[config.mk]
export PLATFORM = sky130hd
export DESIGN_NAME = hilo_unit
export DESIGN_NICKNAME = d
export VERILOG_FILES = /design/src/rtl/hilo_unit.sv
export SDC_FILE = /design/constraint.sdc
export NUM_CORES = 1
export LEC_CHECK = 0
export CAP_MARGIN = 25
export CORE_AREA = 2 2 103 75
export DETAILED_ROUTE_END_ITERATION = 12
export DIE_AREA = 0 0 105 77
export GPL_ROUTABILITY_DRIVEN = 0
export PLACE_DENSITY = 0.87
export SYNTH_ARGS = -nofsm -noshare
export SYNTH_HDL_FRONTEND = slang
export SYNTH_SLANG_ARGS = --single-unit
[constraint.sdc]
create_clock -name clk -period 3.71 [get_ports clk]
set_input_delay 0.371 -clock clk [delete_from_list [all_inputs] [get_ports clk]]
set_output_delay 0.371 -clock clk [all_outputs]
set_load 0.05 [all_outputs]
[src/rtl/hilo_unit.sv]
// HI/LO result stage for the 16x16 unsigned array multiplier: registers operands,
// waits LAT cycles for the product to settle, then captures it into HI/LO.
module hilo_unit #(
    parameter int unsigned WIDTH = 16,
    parameter int unsigned LAT   = 2
) (
    input  logic             clk,
    input  logic             reset,
    input  logic             start,
    input  logic [WIDTH-1:0] a,
    input  logic [WIDTH-1:0] b,
    output logic [WIDTH-1:0] mul_a,
    output logic [WIDTH-1:0] mul_b,
    input  logic [WIDTH-1:0] mul_hi,
    input  logic [WIDTH-1:0] mul_lo,
    input  logic             mthi,
    input  logic             mtlo,
    input  logic [WIDTH-1:0] wdata,
    output logic [WIDTH-1:0] hi,
    output logic [WIDTH-1:0] lo,
    output logic             ovf,
    output logic             busy,
    output logic             done
);

    localparam int unsigned CNT_W = 4;

    typedef enum logic {
        ST_IDLE = 1'b0,
        ST_WAIT = 1'b1
    } state_t;

    state_t             state_q, state_d;
    logic [CNT_W-1:0]   cnt_q, cnt_d;
    logic [WIDTH-1:0]   mul_a_q, mul_a_d;
    logic [WIDTH-1:0]   mul_b_q, mul_b_d;
    logic [WIDTH-1:0]   hi_q, hi_d;
    logic [WIDTH-1:0]   lo_q, lo_d;
    logic               ovf_q, ovf_d;
    logic               done_q, done_d;

    // State and datapath registers
    always_ff @(posedge clk) begin
        if (reset) begin
            state_q <= ST_IDLE;
            cnt_q   <= '0;
            mul_a_q <= '0;
            mul_b_q <= '0;
            hi_q    <= '0;
            lo_q    <= '0;
            ovf_q   <= 1'b0;
            done_q  <= 1'b0;
        end else begin
            state_q <= state_d;
            cnt_q   <= cnt_d;
            mul_a_q <= mul_a_d;
            mul_b_q <= mul_b_d;
            hi_q    <= hi_d;
            lo_q    <= lo_d;
            ovf_q   <= ovf_d;
            done_q  <= done_d;
        end
    end

    // Next-state: start beats move-to in IDLE; capture on the last WAIT cycle
    always_comb begin
        state_d = state_q;
        cnt_d   = cnt_q;
        mul_a_d = mul_a_q;
        mul_b_d = mul_b_q;
        hi_d    = hi_q;
        lo_d    = lo_q;
        ovf_d   = ovf_q;
        done_d  = 1'b0;

        case (state_q)
            ST_IDLE: begin
                if (start) begin
                    mul_a_d = a;
                    mul_b_d = b;
                    cnt_d   = CNT_W'(LAT);
                    state_d = ST_WAIT;
                end else begin
                    if (mthi) hi_d = wdata;
                    if (mtlo) lo_d = wdata;
                end
            end
            ST_WAIT: begin
                cnt_d = cnt_q - CNT_W'(1);
                if (cnt_q == CNT_W'(1)) begin
                    hi_d    = mul_hi;
                    lo_d    = mul_lo;
                    ovf_d   = (mul_hi != '0);
                    done_d  = 1'b1;
                    state_d = ST_IDLE;
                end
            end
            default: state_d = ST_IDLE;
        endcase
    end

    assign mul_a = mul_a_q;
    assign mul_b = mul_b_q;
    assign hi    = hi_q;
    assign lo    = lo_q;
    assign ovf   = ovf_q;
    assign done  = done_q;
    assign busy  = (state_q == ST_WAIT);

endmodule

==> results of run 1 <==
[cell usage in the layout, fill, tap and decap left out, drive strengths merged, types with 4 or more instances in the layout]
master / instances
nand2: 64
nor3: 36
dfxtp: 71
clkbuf: 11
nor4: 4
a211oi: 34
a21oi: 35
mux2i: 33
buf: 7
clkdlybuf4s50: 150
[worst max-delay path, delay by kind of cell, from the launching register on]
kind / cells / cell delay [ns]
flops: 1 / 0.49
buf+inv: 2 / 0.73
compound gates: 1 / 0.35
simple gates: 2 / 0.65
[sequential cells by signal (all words and copies together), names as in the netlist]
register and count:
busy 1, cnt_q 4, done 1, hi 16, lo 16, mul_a 16, mul_b 16, ovf 1
[layer usage]
layer	up-vias	part of all wire, %	GRT usage [%]	wire length [um]
met2	91	47	37.27	4079
met4	0	1.6	6.533	138
li1	1435	-	-	-
met3	12	7.0	8.163	604
met5	-	0	0	0
met1	1375	44	25.63	3800
[power groups by stage]
stage / Sequential [mW] / Clock, mW / Combinational [mW]
floorplan: 1.04 / 0 / 0.172
global placement: 0.864 / 0 / 0.560
detailed placement: 0.868 / 0 / 0.569
CTS: 0.851 / 0.676 / 0.572
global route: 0.858 / 0.712 / 0.602
finish: 0.851 / 0.660 / 0.569
[worst max-delay path by stage]
| stage | start | endpoint | cells past startpoint |
|---|---|---|---|
| floorplan | busy | hi[0] | 6 |
| finish | busy | lo[12] | 5 |
| CTS | busy | lo[12] | 5 |
| global placement | start | lo[10] | 5 |
| detailed placement | start | hi[10] | 5 |
| global route | busy | lo[0] | 5 |
[stage by stage]
stage	cells	hold WS (ns)	utilization (%)
after floorplan	329	0.4750	-
after global placement	552	0.4412	63.50
after detailed placement	553	0.4478	63.71
after CTS	569	0.4571	66.73
after global routing	569	0.4705	66.73
final	569	0.4545	66.73
[layout make-up]
cell class / count / area, um2 / area share [%]
clock inverter: 5 / 82.58 / 1.745
clock buffer: 11 / 131.4 / 2.776
inverter: 2 / 7.507 / 0.1586
sequential: 71 / 1423 / 30.06
multi-input combinational: 225 / 1406 / 29.72
timing repair buffer: 157 / 1559 / 32.95
tap: 98 / 122.6 / 2.591
[cells by family after synthesis]
kind of cell / share of synthesized area (%)
DFF: 47.59
and+or+nand+nor: 18.69
AOI/OAI and AO/OA: 16.42
buffers and inverters: 5.404
adders and majority gates: 0.8377
muxes: 11.06
==> metrics, run 1 <==
outcome finished, final reports clean; YS warnings 0; initial antenna violation count 0; Comb power frac 27.4%; clock-pin slew on the worst setup and hold paths 0.08 ns; Die Ht 77 um; Place WS 1.273 ns; MaxCap Viol Count 0; min Tclk post-route 2.320 ns; worst r2r dst lo[12]; share of cells above drive strength 1 7.643%; hold path cells 2; startpoint types register; worst r2r path cells 5; critical path required time 3.96 ns; power per standard cell area 439.5 mW/mm2; hold crit path type reg -> reg; pin count of the biggest net entering global routing 45; register bit total from synthesis 71; Core Footprint 0.007092 mm2; number of global-route vias before repair 2,883; postcts setup bufs 0; Area Overhead vs Synth 58.44%; RSZ-0062 raised after global routing false; Post-Route WL 8.623 mm; fmax 0.4310 GHz; Worst Setup Slack, final 1.390 ns; RR Startpoint busy; Die ar. 0.008085 mm2; leading cell types by count after synthesis 71 x dfxtp_1, 64 x nand2_1, 36 x nor3_1; drt initial violations 83; Hold-fix buffers, CTS 0; Cell variety after synth 24; Sw Share 31.05%; clk_skew 0.01470 ns; crit-path max FO 33; GRT Overall Usage 21.85%; port bufs 151; total power 2.080 mW; Final period util 62.54%; Crit path arrival time 2.57 ns; nets@finish 553; total gr overflow 0; Worst path slowest cell or2_0; setup TNS 0 ns; Critical Path End Type register; Synth Net Count 416; initial core utilization 42.11%; cell taking the most area after synthesis dfxtp_1; DIE WIDTH 105 um; dpl cell area 0.004518 mm2; r2r setup slk 1.39 ns; DRC errors left 0; Peak VDD IR 235.9 uV; TritonCTS clock tree built; Finished Cell Area 0.004732 mm2; max-slew violations 0; Post-synth ARST share 0%; slew of the pin with the lowest slew margin 0.8854 ns; Clock Sinks 71; via count 2,913; Clk Latency, worst-skew pair 0.34 ns; cell mode on critical path buf_4; Resized cells post-CTS 0; synth top area cells dfxtp_1 48%, mux2i_1 11%, nand2_1 8.0%, nor3_1 6.0%, a211oi_1 6.0%; Post-synth EDFFs 0; Gate Count Post-Synth 329; sequential power share 40.9%; routed len/inst 15.15 um; # setup viols final 0; Post-Syn Area 0.002987 mm2; Hold Crit Endpoint mul_a[2]; Hold Crit Start mul_a[2]; clock share of power 31.7%; Vias/cell 5.120; main flop type after synthesis dfxtp_1; Fill cells 594; register area share after synthesis 47.59%; TritonCTS Buffers 9; io pins 152; P_sw 645.8 uW; standard-cell rows 26; detailed-router iteration count before antenna repair 4; number of diodes 0; share of the synthesized area in the top cell type 47.59%; critical path class reg -> reg; P_int 1.434 mW; first-pass GRT wire length 14.12 mm; Max transition margin 40.97%; post-DP HPWL 6.515 mm; Max clock buf depth 2; static leakage 1.707 nW; worst path cell trace buf_4 -> nor3b_2 -> buf_4 -> or2_0 -> a211oi_1; Antenna Violating Nets Remaining 0; H-tree level count 3; Root Driver clkbuf_8; most common cell in the netlist dfxtp_1; Hold Fails Final Rpt 0; Worst path max stage delay 0.53 ns; average size of a mapped cell 9.078 um2
No activity file was read; power rests on OpenSTA's default activity.
==> inputs of run 2 (changes only) <==
CORE_AREA = 2 2 112 82   (was 2 2 103 75)
DIE_AREA = 0 0 114 84   (was 0 0 105 77)
PLACE_DENSITY = 0.78   (was 0.87)
clock period = 1.9 ns   (was 3.71 ns; I/O delays follow)
==> metrics, run 2 (synthesized netlist as in run 1, its figures left out) <==
Comb power frac 26.2% (-1.2 points); total gr overflow 0 (unchanged); hold crit path type in -> reg; outcome finished, final reports clean; Max clock buf depth 2 (unchanged); initial core utilization 34.58% (-7.5 points); clock share of power 34.9% (+3.2 points); port bufs 151 (unchanged); nets@finish 557 (+0.72%); power per standard cell area 885.6 mW/mm2 (+100%); clock-pin slew on the worst setup and hold paths 0.05 ns (-0.03 ns); max-slew violations 0 (unchanged); fmax 0.5718 GHz; Core Footprint 0.008636 mm2 (+22%); H-tree level count 3 (unchanged); Hold Fails Final Rpt 0 (unchanged); Clk Latency, worst-skew pair 0.33 ns (about the same); min Tclk post-route 1.749 ns; Final period util 92.05%; P_int 2.982 mW (+110%); via count 2,879 (-1.2%); Worst path max stage delay 0.83 ns (+0.30 ns); CP startpoint hi[9]; crit-path max FO 2 (-94%); P_sw 1.299 mW (+100%); Peak VDD IR 527.5 uV (+120%); GRT Overall Usage 19.18% (-2.7 points); post-DP HPWL 6.494 mm (-0.32%); Inst Count DP 567 (+2.5%); Sw Share 30.34% (-0.71 points); utilization after layout 55.98% (-11 points); initial antenna violation count 0 (unchanged); standard-cell rows 29 (+12%); Final Non-Filler Cells 582 (+2.3%); RSZ-0062 raised after global routing false; share of cells above drive strength 1 8.228% (+0.58 points); WHS 0.3599 ns (-0.09460 ns); Clock Sinks 71 (unchanged); CP bufs+invs 1 (-1); RR Startpoint cnt_q[1]; Die ar. 0.009576 mm2 (+18%); Max transition margin 63.30% (+22 points); critical path class reg -> out; Antenna Violating Nets Remaining 0 (unchanged); Crit path arrival time 1.56 ns (-1.01 ns); crit-path leading delay family buffers and inverters; critical path required time 1.71 ns (-2.25 ns); static leakage 1.755 nW (+2.8%); sequential power share 38.9% (-2.0 points); slew of the pin with the lowest slew margin 0.5488 ns (-0.3366 ns); pin count of the biggest net entering global routing 72 (+60%); # setup viols final 0 (unchanged); Post-Route WL 8.905 mm (+3.3%); Hold Crit Start reset; most frequent cells in the layout 149 x clkdlybuf4s50_1, 70 x dfxtp_1, 64 x nand2_1; detailed-router iteration count before antenna repair 4 (unchanged); Area Overhead vs Synth 61.88%; clk_skew 0.006927 ns (-0.007771 ns); startpoint types register; MaxCap Viol Count 0 (unchanged); Critical Path End Type output pin; Worst path slowest cell clkdlybuf4s50_1; Vias/cell 4.947 (-3.4%); first-pass GRT wire length 14.33 mm (+1.5%); Fill cells 783 (+32%); drt initial violations 82 (-1.2%); most common cell after layout, fill and taps aside clkdlybuf4s50_1; Root Driver clkbuf_16; setup TNS 0 ns (unchanged); io pins 152 (unchanged); Die Ht 84 um (+9.1%); number of diodes 0 (unchanged); TritonCTS Buffers 9 (unchanged); number of global-route vias before repair 2,838 (-1.6%); DIE WIDTH 114 um (+8.6%); worst path cell trace clkdlybuf4s50_1; routed len/inst 15.30 um (+0.96%); TritonCTS clock tree built; DRC errors left 0 (unchanged)
[run 2: final timing paths]
| path | end | cells past startpoint | slack (ns) |
|---|---|---|---|
| max | hi[9] | 1 | 0.15 |
| min reg2reg | mul_b[1] | 2 | 0.45 |
| min | mul_a[15] | 3 | 0.36 |
| max reg2reg | hi[10] | 5 | 0.20 |
[run 2: cell type report]
type / count / area [um2] / share of cell area, %
repair buffers: 161 / 1604 / 33.18
inverters: 2 / 7.507 / 0.1553
clock buffers: 14 / 254.0 / 5.254
well taps: 108 / 135.1 / 2.795
clock inverters: 1 / 5.005 / 0.1035
multi-input cells: 225 / 1406 / 29.09
flip-flops and latches: 71 / 1423 / 29.43
[run 2: what timing repair did]
action                                  4_1_cts  5_1_grt
gates resized for setup                       0        1
endpoints found under the setup margin        0        5
hold buffers                                  0        0
setup buffers                                 0        0
[run 2: routing by layer]
metal	track usage, %	routed length [um]
met5	0	0
met3	6.463	582
met4	6.763	140
met2	30.90	4255
met1	23.91	3926
[run 2: power by group through the flow]
stage,clock network (mW),logic (mW),registers (mW)
5_1_grt,1.61,1.19,1.68
4_1_cts,1.54,1.13,1.66
3_5_place_dp,0,1.13,1.69
2_1_floorplan,0,0.335,2.02
3_3_place_gp,0,1.11,1.69
6_report,1.50,1.12,1.66
[run 2: stage by stage]
| stage | worst slack [ns] | area [um2] | power (mW) |
|---|---|---|---|
| after CTS | 0.1115 | 4835 | 4.329 |
| after global placement | 0.1382 | 4576 | 2.796 |
| final | 0.1511 | 4835 | 4.281 |
| after floorplan | 0.1046 | 2987 | 2.360 |
| after detailed placement | 0.05566 | 4576 | 2.819 |
| after global routing | 0.09743 | 4835 | 4.475 |
==> inputs of run 3 (changes only) <==
CORE_AREA = 2 2 95 97   (was 2 2 112 82)
DIE_AREA = 0 0 97 99   (was 0 0 114 84)
PLACE_DENSITY = 0.77   (was 0.78)
==> metrics, run 3 (synthesized netlist as in run 1, its figures left out) <==
outcome finished, final reports clean; Critical Path End Type register; power per standard cell area 835.2 mW/mm2 (-5.7%); CP startpoint cnt_q[1]; # setup viols final 0 (unchanged); TritonCTS Buffers 9 (unchanged); number of diodes 0 (unchanged); Peak VDD IR 425.4 uV (-19%); Antenna Violating Nets Remaining 0 (unchanged); nets@finish 558 (+0.18%); multi-input logic area 0.001406 mm2 (unchanged); detailed-router iteration count before antenna repair 4 (unchanged); TritonCTS clock tree built; standard-cell rows 34 (+17%); Hold Crit Start reset; Final period util 91.35% (-0.69 points); Worst Setup Slack, final 0.1643 ns (+0.01316 ns); io pins 152 (unchanged); clock-pin slew on the worst setup and hold paths 0.07 ns (+0.02 ns); Worst path max stage delay 0.49 ns (-0.34 ns); Hold Fails Final Rpt 0 (unchanged); Die ar. 0.009603 mm2 (+0.28%); Crit path arrival time 1.98 ns (+0.42 ns); Fill cells 771 (-1.5%); first-pass GRT wire length 14.06 mm (-1.9%); static leakage 1.736 nW (-1.0%); Max clock buf depth 2 (unchanged); most frequent cells in the layout 149 x clkdlybuf4s50_1, 70 x dfxtp_1, 64 x nand2_1; Root Driver clkbuf_8; clk_skew 0.01019 ns (+0.003261 ns); number of global-route vias before repair 2,889 (+1.8%); Clk Latency, worst-skew pair 0.34 ns (about the same); RR Startpoint cnt_q[1]; share of cells above drive strength 1 9.244% (+1.0 points); FF+latch area 0.001423 mm2 (unchanged); min Tclk post-route 1.736 ns (-0.01316 ns); critical path required time 2.14 ns (+0.43 ns); Area Overhead vs Synth 60.12%; DIE WIDTH 97 um (-15%); GRT Overall Usage 17.98% (-1.2 points); port bufs 151 (unchanged); slew of the pin with the lowest slew margin 0.5483 ns (-0.0004573 ns); hold crit path type in -> reg; via count 2,887 (+0.28%); Core Footprint 0.008551 mm2 (-0.99%); crit-path max FO 16 (+14); startpoint types register; Vias/cell 4.943 (about the same); most common cell after layout, fill and taps aside clkdlybuf4s50_1; pin count of the biggest net entering global routing 72 (unchanged); postcts setup bufs 0 (unchanged); Die Ht 99 um (+18%); post-DP HPWL 6.430 mm (-0.99%); Worst path slowest cell or2_2; drt initial violations 81 (-1.2%); initial antenna violation count 0 (unchanged); max-slew violations 0 (unchanged); Clock Sinks 71 (unchanged); fmax 0.5761 GHz (+0.76%); total gr overflow 0 (unchanged); MaxCap Viol Count 0 (unchanged); Max transition margin 63.33% (about the same); initial core utilization 34.93% (+0.34 points); DRC errors left 0 (unchanged); setup TNS 0 ns (unchanged); worst path cell trace inv_1 -> ha_1 -> and4bb_4 -> or2_2 -> a211oi_1; H-tree level count 3 (unchanged); Place WS 0.03448 ns (-0.02118 ns); Post-Route WL 8.926 mm (+0.24%); RSZ-0062 raised after global routing false; routed len/inst 15.28 um (-0.11%); critical path class reg -> reg
==> run 3: cell types whose count changed in the layout (fill, tap and decap cells not counted), sizes merged <==
cell and delta:
buf +1, clkbuf -3, bufinv +1, clkinv +3
==> run 3: power by group <==
| part | internal [mW] | switching (mW) |
|---|---|---|
| clock network | 0.643 | 0.564 |
| logic | 0.475 | 0.658 |
| registers | 1.60 | 0.0589 |
| total | 2.71 | 1.28 |
==> run 3: layout make-up <==
cell class	instances	area share (%)
multi-input cells	225	29.41
clock inverters	5	1.204
flip-flops and latches	71	29.75
inverters	2	0.1570
repair buffers	162	33.70
well taps	108	2.826
clock buffers	11	2.957
==> run 3: routing by layer <==
metal | vias to the layer above | GRT usage [%] | wire length [um]
met1 | 1340 | 20.48 | 3732
li1 | 1442 | - | -
met4 | 0 | 5.309 | 134
met2 | 93 | 32.00 | 4470
met3 | 12 | 6.099 | 589
met5 | - | 0 | 0
==> run 3: repair_timing <==
| item | 4_1_cts | 5_1_grt |
|---|---|---|
| setup endpoints to repair | 0 | 16 |
| hold buffers | 0 | 0 |
| endpoints found under the hold margin | 0 | 0 |
| gates resized for setup | 0 | 1 |
==> run 3: final timing paths <==
check | to | slack, ns | depth (start not counted)
worst max register to register | hi[12] | 0.16 | 5
worst min register to register | mul_b[1] | 0.46 | 2
worst min-delay path | mul_a[9] | 0.34 | 3
worst max-delay path | hi[12] | 0.16 | 5
==> run 3: worst max-delay path, delay by kind of cell, from the launching register on <==
family / cells / cell delay (ns)
compound gates: 1 / 0.27
fa+ha+maj: 1 / 0.19
buf+inv: 1 / 0.08
flops: 1 / 0.36
simple gates: 2 / 0.75
==> run 3: metrics by stage <==
stage | area [um2] | util, % | cells | power (mW) | hold slack (ns)
2_1_floorplan | 2987 | - | 329 | 2.360 | 0.3260
3_3_place_gp | 4583 | 53.60 | 568 | 2.804 | 0.4411
3_5_place_dp | 4583 | 53.60 | 568 | 2.824 | 0.4479
4_1_cts | 4782 | 55.93 | 584 | 4.028 | 0.3444
5_1_grt | 4782 | 55.93 | 584 | 4.168 | 0.3627
6_report | 4782 | 55.93 | 584 | 3.994 | 0.3439
